<file path="src/rtl/qos_pkg.sv">
// Shared types and defaults for the QoS channel selector.
//   chan_t       : 2-bit channel index (4 TS input channels)
//   rank_t       : 3-bit priority rank, RANK_NONE for channels absent from the list
//   sel_state_t  : selector FSM state, read back as sel_state
//   prio_slot()  : extract the channel held in one slot of the priority list
package qos_pkg;

    typedef logic [1:0] chan_t;
    typedef logic [2:0] rank_t;

    typedef enum logic [1:0] {
        ST_IDLE   = 2'd0,
        ST_MANUAL = 2'd1,
        ST_ACTIVE = 2'd2,
        ST_HOLD   = 2'd3
    } sel_state_t;

    localparam logic [7:0] ERR_THRESHOLD_DEF = 8'd16;
    localparam logic [7:0] DEF_PRIORITY_DEF  = 8'hE4;
    localparam int         SW_CNT_W_DEF      = 16;
    localparam int         HOLD_W            = 20;
    localparam rank_t      RANK_NONE         = 3'd4;

    function automatic chan_t prio_slot(input logic [7:0] prio, input int slot);
        return prio[2*slot +: 2];
    endfunction

endpackage

</file>
<file path="src/rtl/qos_channel_rank.sv">
// Combinational health and priority evaluation for the 4 input channels.
// Ports:
//   i_priority          8  shadow priority list, slot k = bits[2k+1:2k], slot 0 highest
//   i_signal_present    4  per-channel sync/lock
//   i_error_count_ch0..3 8 per-channel error counts
//   o_ok                4  channel healthy (present and below error threshold)
//   o_rank           4x3  lowest slot holding each channel, RANK_NONE if absent
//   o_best              2  healthy channel in the lowest slot
//   o_none_ok           1  no slot of the list holds a healthy channel
module qos_channel_rank
    import qos_pkg::*;
#(
    parameter logic [7:0] ERR_THRESHOLD = ERR_THRESHOLD_DEF
) (
    input  logic [7:0]  i_priority,
    input  logic [3:0]  i_signal_present,
    input  logic [7:0]  i_error_count_ch0,
    input  logic [7:0]  i_error_count_ch1,
    input  logic [7:0]  i_error_count_ch2,
    input  logic [7:0]  i_error_count_ch3,
    output logic [3:0]  o_ok,
    output rank_t [3:0] o_rank,
    output chan_t       o_best,
    output logic        o_none_ok
);

    logic [3:0][7:0] w_err;

    assign w_err = {i_error_count_ch3, i_error_count_ch2, i_error_count_ch1, i_error_count_ch0};

    always_comb begin
        o_ok = '0;
        for (int ch = 0; ch < 4; ch++) begin
            o_ok[ch] = i_signal_present[ch] && (w_err[ch] < ERR_THRESHOLD);
        end
    end

    // Slots are walked from lowest to highest priority so that the earliest
    // slot overwrites later ones: a duplicated channel takes its first rank,
    // and the last healthy hit is the best one.
    always_comb begin
        o_rank    = {4{RANK_NONE}};
        o_best    = '0;
        o_none_ok = 1'b1;
        for (int slot = 3; slot >= 0; slot--) begin
            o_rank[prio_slot(i_priority, slot)] = rank_t'(slot);
            if (o_ok[prio_slot(i_priority, slot)]) begin
                o_best    = prio_slot(i_priority, slot);
                o_none_ok = 1'b0;
            end
        end
    end

endmodule

</file>
<file path="src/rtl/qos_channel_selector.sv">
// Decision engine of the QoS core: picks which of 4 MPEG2-TS inputs drives the output.
// Ports:
//   clk, rst_n             clock, async active-low reset
//   valid_config           1-cycle pulse, latch fallback_enable/channel_priority/reset_timer
//   fallback_enable        allow automatic switch away from a failed channel
//   manual_enable          live: pin output to manual_channel
//   manual_channel    2    channel used in manual mode (live)
//   channel_priority  8    priority list, slot 0 highest
//   reset_timer      20    revert hold-off in cycles
//   signal_present    4    per-channel sync/lock
//   error_count_ch0..3 8   per-channel error counts
//   active_channel    2    selected channel (registered)
//   output_valid      1    selected channel healthy (registered)
//   switch_pulse      1    high the cycle active_channel takes a new value
//   switch_count      SW_CNT_W saturating number of switches since reset
//   sel_state         2    FSM state readback
//
// State      | meaning
// -----------+----------------------------------------------------------
// IDLE   (0) | no healthy channel selected, waiting for one to appear
// MANUAL (1) | output pinned to manual_channel
// ACTIVE (2) | automatic selection, current channel kept while healthy
// HOLD   (3) | better channel available, counting down before reverting
module qos_channel_selector
    import qos_pkg::*;
#(
    parameter logic [7:0] ERR_THRESHOLD = ERR_THRESHOLD_DEF,
    parameter logic [7:0] DEF_PRIORITY  = DEF_PRIORITY_DEF,
    parameter int         SW_CNT_W      = SW_CNT_W_DEF
) (
    input  logic                clk,
    input  logic                rst_n,
    input  logic                valid_config,
    input  logic                fallback_enable,
    input  logic                manual_enable,
    input  logic [1:0]          manual_channel,
    input  logic [7:0]          channel_priority,
    input  logic [HOLD_W-1:0]   reset_timer,
    input  logic [3:0]          signal_present,
    input  logic [7:0]          error_count_ch0,
    input  logic [7:0]          error_count_ch1,
    input  logic [7:0]          error_count_ch2,
    input  logic [7:0]          error_count_ch3,
    output logic [1:0]          active_channel,
    output logic                output_valid,
    output logic                switch_pulse,
    output logic [SW_CNT_W-1:0] switch_count,
    output logic [1:0]          sel_state
);

    localparam logic [HOLD_W-1:0]   HOLD_ONE = {{(HOLD_W-1){1'b0}}, 1'b1};
    localparam logic [SW_CNT_W-1:0] CNT_ONE  = {{(SW_CNT_W-1){1'b0}}, 1'b1};

    // shadow configuration
    logic              r_fallback;
    logic [7:0]        r_prio;
    logic [HOLD_W-1:0] r_timer;

    // FSM and status registers
    sel_state_t          r_state;
    chan_t               r_active;
    logic                r_valid;
    logic                r_pulse;
    logic [SW_CNT_W-1:0] r_count;
    logic [HOLD_W-1:0]   r_hold;

    logic [3:0]        w_ok;
    rank_t [3:0]       w_rank;
    chan_t             w_best;
    logic              w_none_ok;
    logic              w_cur_ok;
    logic              w_better;
    sel_state_t        w_nxt_state;
    chan_t             w_nxt_active;
    logic              w_nxt_valid;
    logic [HOLD_W-1:0] w_nxt_hold;
    logic              w_switch;

    qos_channel_rank #(
        .ERR_THRESHOLD (ERR_THRESHOLD)
    ) u_rank (
        .i_priority        (r_prio),
        .i_signal_present  (signal_present),
        .i_error_count_ch0 (error_count_ch0),
        .i_error_count_ch1 (error_count_ch1),
        .i_error_count_ch2 (error_count_ch2),
        .i_error_count_ch3 (error_count_ch3),
        .o_ok              (w_ok),
        .o_rank            (w_rank),
        .o_best            (w_best),
        .o_none_ok         (w_none_ok)
    );

    always_ff @(posedge clk or negedge rst_n) begin
        if (!rst_n) begin
            r_fallback <= 1'b0;
            r_prio     <= DEF_PRIORITY;
            r_timer    <= '0;
        end else if (valid_config) begin
            r_fallback <= fallback_enable;
            r_prio     <= channel_priority;
            r_timer    <= reset_timer;
        end
    end

    assign w_cur_ok = w_ok[r_active];
    // w_best is meaningless when nothing in the list is healthy, so never call it better.
    assign w_better = !w_none_ok && (w_rank[w_best] < w_rank[r_active]);

    always_comb begin
        w_nxt_state  = r_state;
        w_nxt_active = r_active;
        w_nxt_valid  = r_valid;
        w_nxt_hold   = r_hold;
        if (manual_enable) begin
            w_nxt_state  = ST_MANUAL;
            w_nxt_active = manual_channel;
            w_nxt_valid  = w_ok[manual_channel];
        end else begin
            case (r_state)
                ST_IDLE: begin
                    w_nxt_valid = 1'b0;
                    if (!w_none_ok) begin
                        w_nxt_state  = ST_ACTIVE;
                        w_nxt_active = w_best;
                        w_nxt_valid  = 1'b1;
                    end
                end
                ST_MANUAL: begin
                    w_nxt_state = ST_IDLE;
                    w_nxt_valid = 1'b0;
                end
                default: begin
                    // ACTIVE and HOLD share the failure handling; HOLD always
                    // leaves unless the countdown continues below.
                    w_nxt_state = ST_ACTIVE;
                    w_nxt_valid = w_cur_ok;
                    if (!w_cur_ok) begin
                        if (w_none_ok) begin
                            w_nxt_state = ST_IDLE;
                            w_nxt_valid = 1'b0;
                        end else if (r_fallback) begin
                            w_nxt_active = w_best;
                            w_nxt_valid  = 1'b1;
                        end
                    end else if (r_state == ST_ACTIVE) begin
                        if (w_better) begin
                            if (r_timer == '0) begin
                                w_nxt_active = w_best;
                            end else begin
                                w_nxt_state = ST_HOLD;
                                w_nxt_hold  = r_timer - HOLD_ONE;
                            end
                        end
                    end else if (!valid_config && w_better) begin
                        if (r_hold == '0) begin
                            w_nxt_active = w_best;
                        end else begin
                            w_nxt_state = ST_HOLD;
                            w_nxt_hold  = r_hold - HOLD_ONE;
                        end
                    end
                end
            endcase
        end
    end

    assign w_switch = (w_nxt_active != r_active);

    always_ff @(posedge clk or negedge rst_n) begin
        if (!rst_n) begin
            r_state  <= ST_IDLE;
            r_active <= '0;
            r_valid  <= 1'b0;
            r_pulse  <= 1'b0;
            r_count  <= '0;
            r_hold   <= '0;
        end else begin
            r_state  <= w_nxt_state;
            r_active <= w_nxt_active;
            r_valid  <= w_nxt_valid;
            r_hold   <= w_nxt_hold;
            r_pulse  <= w_switch;
            if (w_switch && (r_count != '1)) begin
                r_count <= r_count + CNT_ONE;
            end
        end
    end

    assign active_channel = r_active;
    assign output_valid   = r_valid;
    assign switch_pulse   = r_pulse;
    assign switch_count   = r_count;
    assign sel_state      = r_state;

endmodule

</file>
<file path="config.mk">
export PLATFORM = sky130hd
export DESIGN_NAME = qos_channel_selector
export DESIGN_NICKNAME = d
export VERILOG_FILES = /design/src/rtl/qos_pkg.sv /design/src/rtl/qos_channel_rank.sv /design/src/rtl/qos_channel_selector.sv
export SDC_FILE = /design/constraint.sdc
export NUM_CORES = 1
export LEC_CHECK = 0
export BUFFER_PORTS_ARGS = -buffer_cell sky130_fd_sc_hd__buf_2
export CORE_ASPECT_RATIO = 0.8
export CORE_UTILIZATION = 61
export CTS_CLUSTER_DIAMETER = 30
export DETAILED_ROUTE_END_ITERATION = 12
export PLACE_DENSITY = 0.9
export SLEW_MARGIN = 20
export SYNTH_ARGS = -nofsm -noshare
export SYNTH_HDL_FRONTEND = slang
export SYNTH_SLANG_ARGS = --single-unit
export TNS_END_PERCENT = 100
</file>
<file path="constraint.sdc">
create_clock -name clk -period 12.86 [get_ports clk]
set_clock_uncertainty 0.15 [all_clocks]
set_input_delay 1.286 -clock clk [delete_from_list [all_inputs] [get_ports clk]]
set_output_delay 1.286 -clock clk [all_outputs]
set_load 0.03 [all_outputs]
</file>
==> impl_metrics.tcl, run 1 <==
set metrics [dict create \
    outcome "finished, final reports clean" \
    end_kind "flop" \
    slew_headroom 0.3763 \
    synth-edff-count 0 \
    hpwl_um 9112 \
    grt_max_degree 72 \
    fin_tns_setup_ns 0 \
    synthesis.area_mm2 0.005195 \
    port_buffers 76 \
    busiest_layer "met1" \
    power_frac_clock 0.242 \
    p_seq_frac 0.439 \
    yosysWarnings 0 \
    cts.sinks 71 \
    postCtsHoldBufs 0 \
    overflow 0 \
    p_sw_frac 0.3921 \
    syn_nets 661 \
    antenna_found_initial 0 \
    cts_htree_levels 3 \
    dieHeight_um 84.54 \
    cp_slowest_cell "xnor2_2" \
    syn-mean-instance-area_um2 8.865 \
    rsz0062_at_grt "no" \
    required_ns 12.96 \
    synth_ff_type "dfrtp_1" \
    layout_min_cycle_time_ns 6.372 \
    dr.pass1.iters 6 \
    numCtsBuffers 9 \
    synthTopCellsByArea "dfrtp_1 (32%), mux2_2 (6.7%), nor2_1 (4.9%)" \
    finalCritPeriodShare 0.4955 \
    cts_tree "done" \
    crit_path_max_incr_delay_ns 0.64 \
    peakVddDrop_uv 172.1 \
    start_util 0.6420 \
    diodes 0 \
    ys_ff_latch 71 \
    switchingPower_w 0.0002624 \
    dieArea_mm2 0.008891 \
    grt.met3_usage 0.06056 \
    routed_via_density 6.474 \
    final_layout_size_suffix_gt1_frac 0.2557 \
    drc 0 \
    critical_path_class "input pin to flop" \
    cap_violations 0 \
    hold_class "flop to flop" \
    dr.first_iter.drc_count 426 \
    finalNonFillerCells 761 \
    finalInstanceArea_mm2 0.005802 \
    grt.met1_usage 0.4563 \
    yosysTopAreaCell "dfrtp_1" \
    yosysMostFrequentCell "nor2_1" \
    fmaxAchievable_mhz 156.9 \
    drtAntennaViolNets 0 \
    dp.cells 746 \
    grt_pass1_wl_um 21560 \
    clkLatencyLatePin_ns 0.37 \
    powerDensity_mw_per_mm2 115.3 \
    clockBufferDepth 2 \
    synthArstFlopShare 1.000 \
    cts_setup_buffers 0 \
    root_buffer "clkbuf_8" \
    synth_commonest_cells "nor2_1 (68), dfrtp_1 (67), nand2_1 (45)" \
    synth_cell_types 82 \
    syn_inst 586 \
    worst_slew_pin_slew_ns 0.9120 \
    p_int_w 0.0004068 \
    yosysTopAreaCellShare 0.3227 \
    critPathLaunchType "input pin" \
    via_count 4927 \
    hold_violations 0 \
    io_pins 93 \
    crit_top_cell "a21oi_1" \
    grt_pass1_vias 4381 \
    setup_violations 0 \
    met2_usage 0.4473 \
    path_clk_slew_ns 0.07 \
    power_frac_comb 0.319 \
    critPathMaxFanout 16 \
    cts-resized-gates 0 \
    avgRoutedWirePerCell_um 16.99 \
    rows 29 \
    areaGrowthSynthToFinish_pct 11.68 \
    critPathArrivalTime_ns 6.47 \
    r2r_slack_ns 7.18 \
    track_usage 0.3058 \
    finalHoldWorstSlack_ns 0.3428 \
    final_nets 724 \
    postPlaceCellArea_mm2 0.005619 \
    gp_congestion 0.9303 \
    slew_violations 0 \
    cp_cell_sequence "buf_2 -> nor3_1 -> and3b_1 -> a22o_2 -> nor4_2 -> a21oi_1 -> nor2_1 -> nor3_1 -> a21oi_1 -> ha_1 -> a21oi_1 -> o31ai_2 -> o21a_1 -> a311oi_1 -> a21bo_1 -> a31oi_1 -> o21ai_1 -> xnor2_2 -> a21oi_1 -> mux2_1" \
    fp.dieW_um 105.2 \
    p_leak_nw 2.502 \
    num-fill-cells 631 \
    seq_area_frac_synth 0.3430 \
    drt_wl_total_um 12930 \
    core_mm2 0.008092 \
]
## routing by layer
layer / vias up / share of wire
li1: 2300 / -
met1: 2312 / 0.45
met2: 283 / 0.43
met3: 32 / 0.094
met4: 0 / 0.022
met5: - / 0
## through the flow
stage	total power (W)	utilization	setup WS, ns
2_1_floorplan	0.0004429	-	7.488
3_3_place_gp	0.0004998	0.6944	6.124
3_5_place_dp	0.0005069	0.6944	6.043
4_1_cts	0.0006691	0.7156	6.360
5_1_grt	0.0007049	0.7170	6.069
6_report	0.0006692	0.7170	6.488
## power groups by stage
| stage | Clock, W | Sequential, W | Combinational, W |
|---|---|---|---|
| floorplan | 0 | 0.000323 | 0.000120 |
| CTS | 0.000165 | 0.000293 | 0.000212 |
| detailed placement | 0 | 0.000297 | 0.000210 |
| global placement | 0 | 0.000295 | 0.000205 |
| global route | 0.000174 | 0.000299 | 0.000232 |
| finish | 0.000162 | 0.000294 | 0.000214 |
## registers in the layout, indices dropped and copies added (netlist names)
signal,count
r_prio,8
r_fallback,1
sel_state,2
r_hold,20
output_valid,1
switch_pulse,1
switch_count,16
r_timer,20
active_channel,2
## path summary, 6_finish.rpt
check | from | endpoint | cells past startpoint
min in group asynchronous | rst_n | r_prio[0] | 2
worst max register to register | r_prio[5] | switch_count[1] | 18
max in group asynchronous | rst_n | r_prio[3] | 2
worst min register to register | switch_count[13] | switch_count[13] | 1
worst max-delay path | error_count_ch2[7] | switch_count[1] | 20
worst min-delay path | switch_count[13] | switch_count[13] | 1
## cell type report
type | count | area (um^2) | area share
multi-input cells | 478 | 3269 | 0.5635
flip-flops and latches | 71 | 1782 | 0.3071
repair buffers | 80 | 410.4 | 0.07074
clock buffers | 10 | 137.6 | 0.02372
well taps | 108 | 135.1 | 0.02329
clock inverters | 5 | 33.78 | 0.005823
inverters | 9 | 33.78 | 0.005823
## cell usage in the layout (no fill, tap or decap), drive strengths merged, types with 10 or more instances in the layout
master  synthesis  layout
buf            12      80
nor2           69      69
dfrtp          67      67
o21ai          47      47
nand2          46      46
nor3           37      37
mux2           37      37
a21oi          33      33
nand3          16      16
mux2i          15      15
and2           15      15
nand2b         13      13
a211oi         11      11
xor2           11      11
nand4          10      10
clkbuf         16      10
nor2b          10      10
inv             9      10
## logic make-up after synthesis
family | synth area share
adder cells (fa/ha/maj) | 0.009634
buffers and inverters | 0.03035
flip-flops | 0.3430
multiplexers | 0.1315
AND/OR/NAND/NOR | 0.2459
AO/OA/AOI/OAI | 0.2146
XOR/XNOR | 0.02505
## critical path, delay by kind of cell
family	cells	cell delay [ns]
AOI/OAI and AO/OA	11	2.81
buffers and inverters	1	0.09
and+or+nand+nor	5	1.04
muxes	1	0.38
xor gates and xnor gates	1	0.64
adders and majority gates	1	0.21
No activity file was read; power rests on OpenSTA's default activity.
==> run 2, diff against run 1 <==
ABC_AREA = 1   (was default)
CORE_UTILIZATION = 51   (was 61)
PLACE_DENSITY = 0.82   (was 0.9)
clock period = 5.2 ns   (was 12.86 ns; I/O delays follow)
==> impl_metrics.tcl, run 2 <==
set metrics [dict create \
    port_buffers 76 \
    hold_class "input pin to asynchronous set/reset pin" \
    end_kind "flop" \
    hold_violations 0 \
    cts-resized-gates 0 \
    grt_pass1_wl_um 19790 \
    powerDensity_mw_per_mm2 356.1 \
    synth_xor_area_frac 0.05503 \
    final_cell_mix "nand2_1 (179), o21ai_0 (79), buf_2 (76)" \
    peakVddDrop_uv 389.6 \
    dr.pass1.iters 5 \
    root_buffer "clkbuf_16" \
    synth_commonest_cells "nand2_1 (179), o21ai_0 (79), inv_1 (74)" \
    dieHeight_um 88.54 \
    postCtsHoldBufs 0 \
    yosysMostFrequentCell "nand2_1" \
    yosysTopAreaCellShare 0.3512 \
    synth_cell_types 40 \
    syn-mean-instance-area_um2 7.084 \
    dieArea_mm2 0.009755 \
    core_mm2 0.009076 \
    path_clk_slew_ns 0.05 \
    antenna_found_initial 0 \
    setup_violations 0 \
    cap_violations 0 \
    dr.first_iter.drc_count 496 \
    drc 0 \
    start_util 0.5261 \
    yosysWarnings 0 \
    diodes 0 \
    cts.sinks 71 \
    wl_met3_um 886 \
    p_leak_nw 2.672 \
    path_delay_family "simple AND/OR/NAND/NOR gates" \
    fmaxAchievable_mhz 231.6 \
    finalInstanceArea_mm2 0.005509 \
    overflow 0 \
    fin_tns_setup_ns 0 \
    synthAdderAreaFrac 0.01048 \
    critPathArrivalTime_ns 4.39 \
    numCtsBuffers 9 \
    synth_top_family_by_area "simple AND/OR/NAND/NOR gates" \
    rsz0062_at_grt "no" \
    critPathMaxFanout 18 \
    drtAntennaViolNets 0 \
    postPlaceCellArea_mm2 0.005226 \
    layout_min_cycle_time_ns 4.318 \
    grt_max_degree 72 \
    final_nets 819 \
    routed_via_density 5.514 \
    clockBufferDepth 2 \
    seq_area_frac_synth 0.3732 \
    cts_htree_levels 3 \
    track_usage 0.2626 \
    synth_mux_area_frac 0.01179 \
    crit_top_cell "nand2_1" \
    ys_ff_latch 71 \
    worst_slew_pin_slew_ns 0.9509 \
    io_pins 93 \
    gp_congestion 0.9750 \
    hpwl_um 8847 \
    rows 31 \
    grt_pass1_vias 4418 \
    synth-compound-area-share 0.1224 \
    yosysTopAreaCell "dfrtp_1" \
    outcome "finished, final reports clean" \
    finalCritPeriodShare 0.8304 \
    layout_commonest_cell "nand2_1" \
    synth_ff_type "dfrtp_1" \
    synthTopCellsByArea "dfrtp_1 (35%), nand2_1 (14%), o21ai_0 (8.3%)" \
    drt-met1-wl_um 5361 \
    final_layout_size_suffix_gt1_frac 0.2029 \
    syn_nets 749 \
    synth-edff-count 0 \
    fp.dieW_um 110.2 \
    slew_violations 0 \
    path_buf_inv 4 \
    slew_headroom 0.3602 \
    top_layer_used "met4" \
    via_count 4764 \
    clkLatencyLatePin_ns 0.33 \
    wl_met2_um 5432 \
    crit_path_max_incr_delay_ns 0.57 \
    required_ns 5.27 \
    drt_wl_total_um 11860 \
    syn_inst 674 \
    synthArstFlopShare 1.000 \
    critical_path_class "flop to flop" \
    synth-simple-area-share 0.3428 \
    avgRoutedWirePerCell_um 13.73 \
    synthesis.area_mm2 0.004775 \
    areaGrowthSynthToFinish_pct 15.38 \
    cts_setup_buffers 0 \
    cp_slowest_cell "dfstp_2" \
    cts_tree "done" \
    critPathLaunchType "flop" \
]
run 2: cell types whose count changed after synthesis, sizes merged, moves of 15 or more:
| cell | before | now |
|---|---|---|
| nor3 | 37 | 15 |
| nand2 | 46 | 205 |
| a21oi | 33 | 13 |
| o21ai | 47 | 79 |
| inv | 9 | 80 |
| and2 | 15 | 0 |
| mux2 | 37 | 5 |
| nand3 | 16 | 51 |
| mux2i | 15 | 0 |
run 2: cells by family (layout without fill, tap and decap cells):
group                      Yosys count  count (layout)
xor gates and xnor gates            30              30
adders and majority gates            4               4
AOI/OAI and AO/OA                  106             106
muxes                                5               5
DFF                                 71              71
and+or+nand+nor                    356             356
buffers and inverters              102             177
run 2: power breakdown:
group          leakage, nW  internal [W]  switching [W]  total (W)
combinational         1.68      0.000218       0.000436   0.000654
sequential           0.853      0.000648      0.0000829   0.000731
clock                0.140      0.000361       0.000216   0.000577
total                 2.67       0.00123       0.000735    0.00196
run 2: metrics by stage:
| step | worst slack, ns | instances | utilization | total power [W] | hold slack, ns |
|---|---|---|---|---|---|
| floorplan | 1.585 | 674 | - | 0.001212 | 0.07441 |
| global placement | 1.026 | 848 | 0.5758 | 0.001342 | 0.3341 |
| detailed placement | 0.8062 | 848 | 0.5758 | 0.001379 | 0.3598 |
| CTS | 0.9935 | 864 | 0.6070 | 0.001964 | 0.2368 |
| global route | 0.4787 | 864 | 0.6070 | 0.002087 | 0.2540 |
| finish | 0.8817 | 864 | 0.6070 | 0.001962 | 0.2273 |
run 2: final cells by class:
| class | instances | area [um^2] |
|---|---|---|
| sequential | 71 | 1782 |
| clock inverter | 1 | 5.005 |
| tap | 115 | 143.9 |
| timing repair buffer | 79 | 402.9 |
| inverter | 82 | 307.8 |
| fill | 864 | 3567 |
| multi-input combinational | 501 | 2590 |
| clock buffer | 15 | 277.8 |
run 2: layer usage:
metal  global-route usage  up-vias
met5                    0        -
met4               0.1005        0
met3              0.05155       24
met2               0.4290      188
met1               0.3468     2213
li1                     -     2339
run 2: final timing paths:
path | from | slack [ns] | to | cells past startpoint
max in group asynchronous | rst_n | 4.09 | r_timer[17] | 2
max reg2reg | r_prio[2] | 0.88 | switch_count[2] | 29
min in group clk | reset_timer[7] | 0.24 | r_timer[7] | 3
min reg2reg | r_hold[2] | 0.37 | r_hold[2] | 2
max | r_prio[2] | 0.88 | switch_count[2] | 29
min | rst_n | 0.23 | output_valid | 2
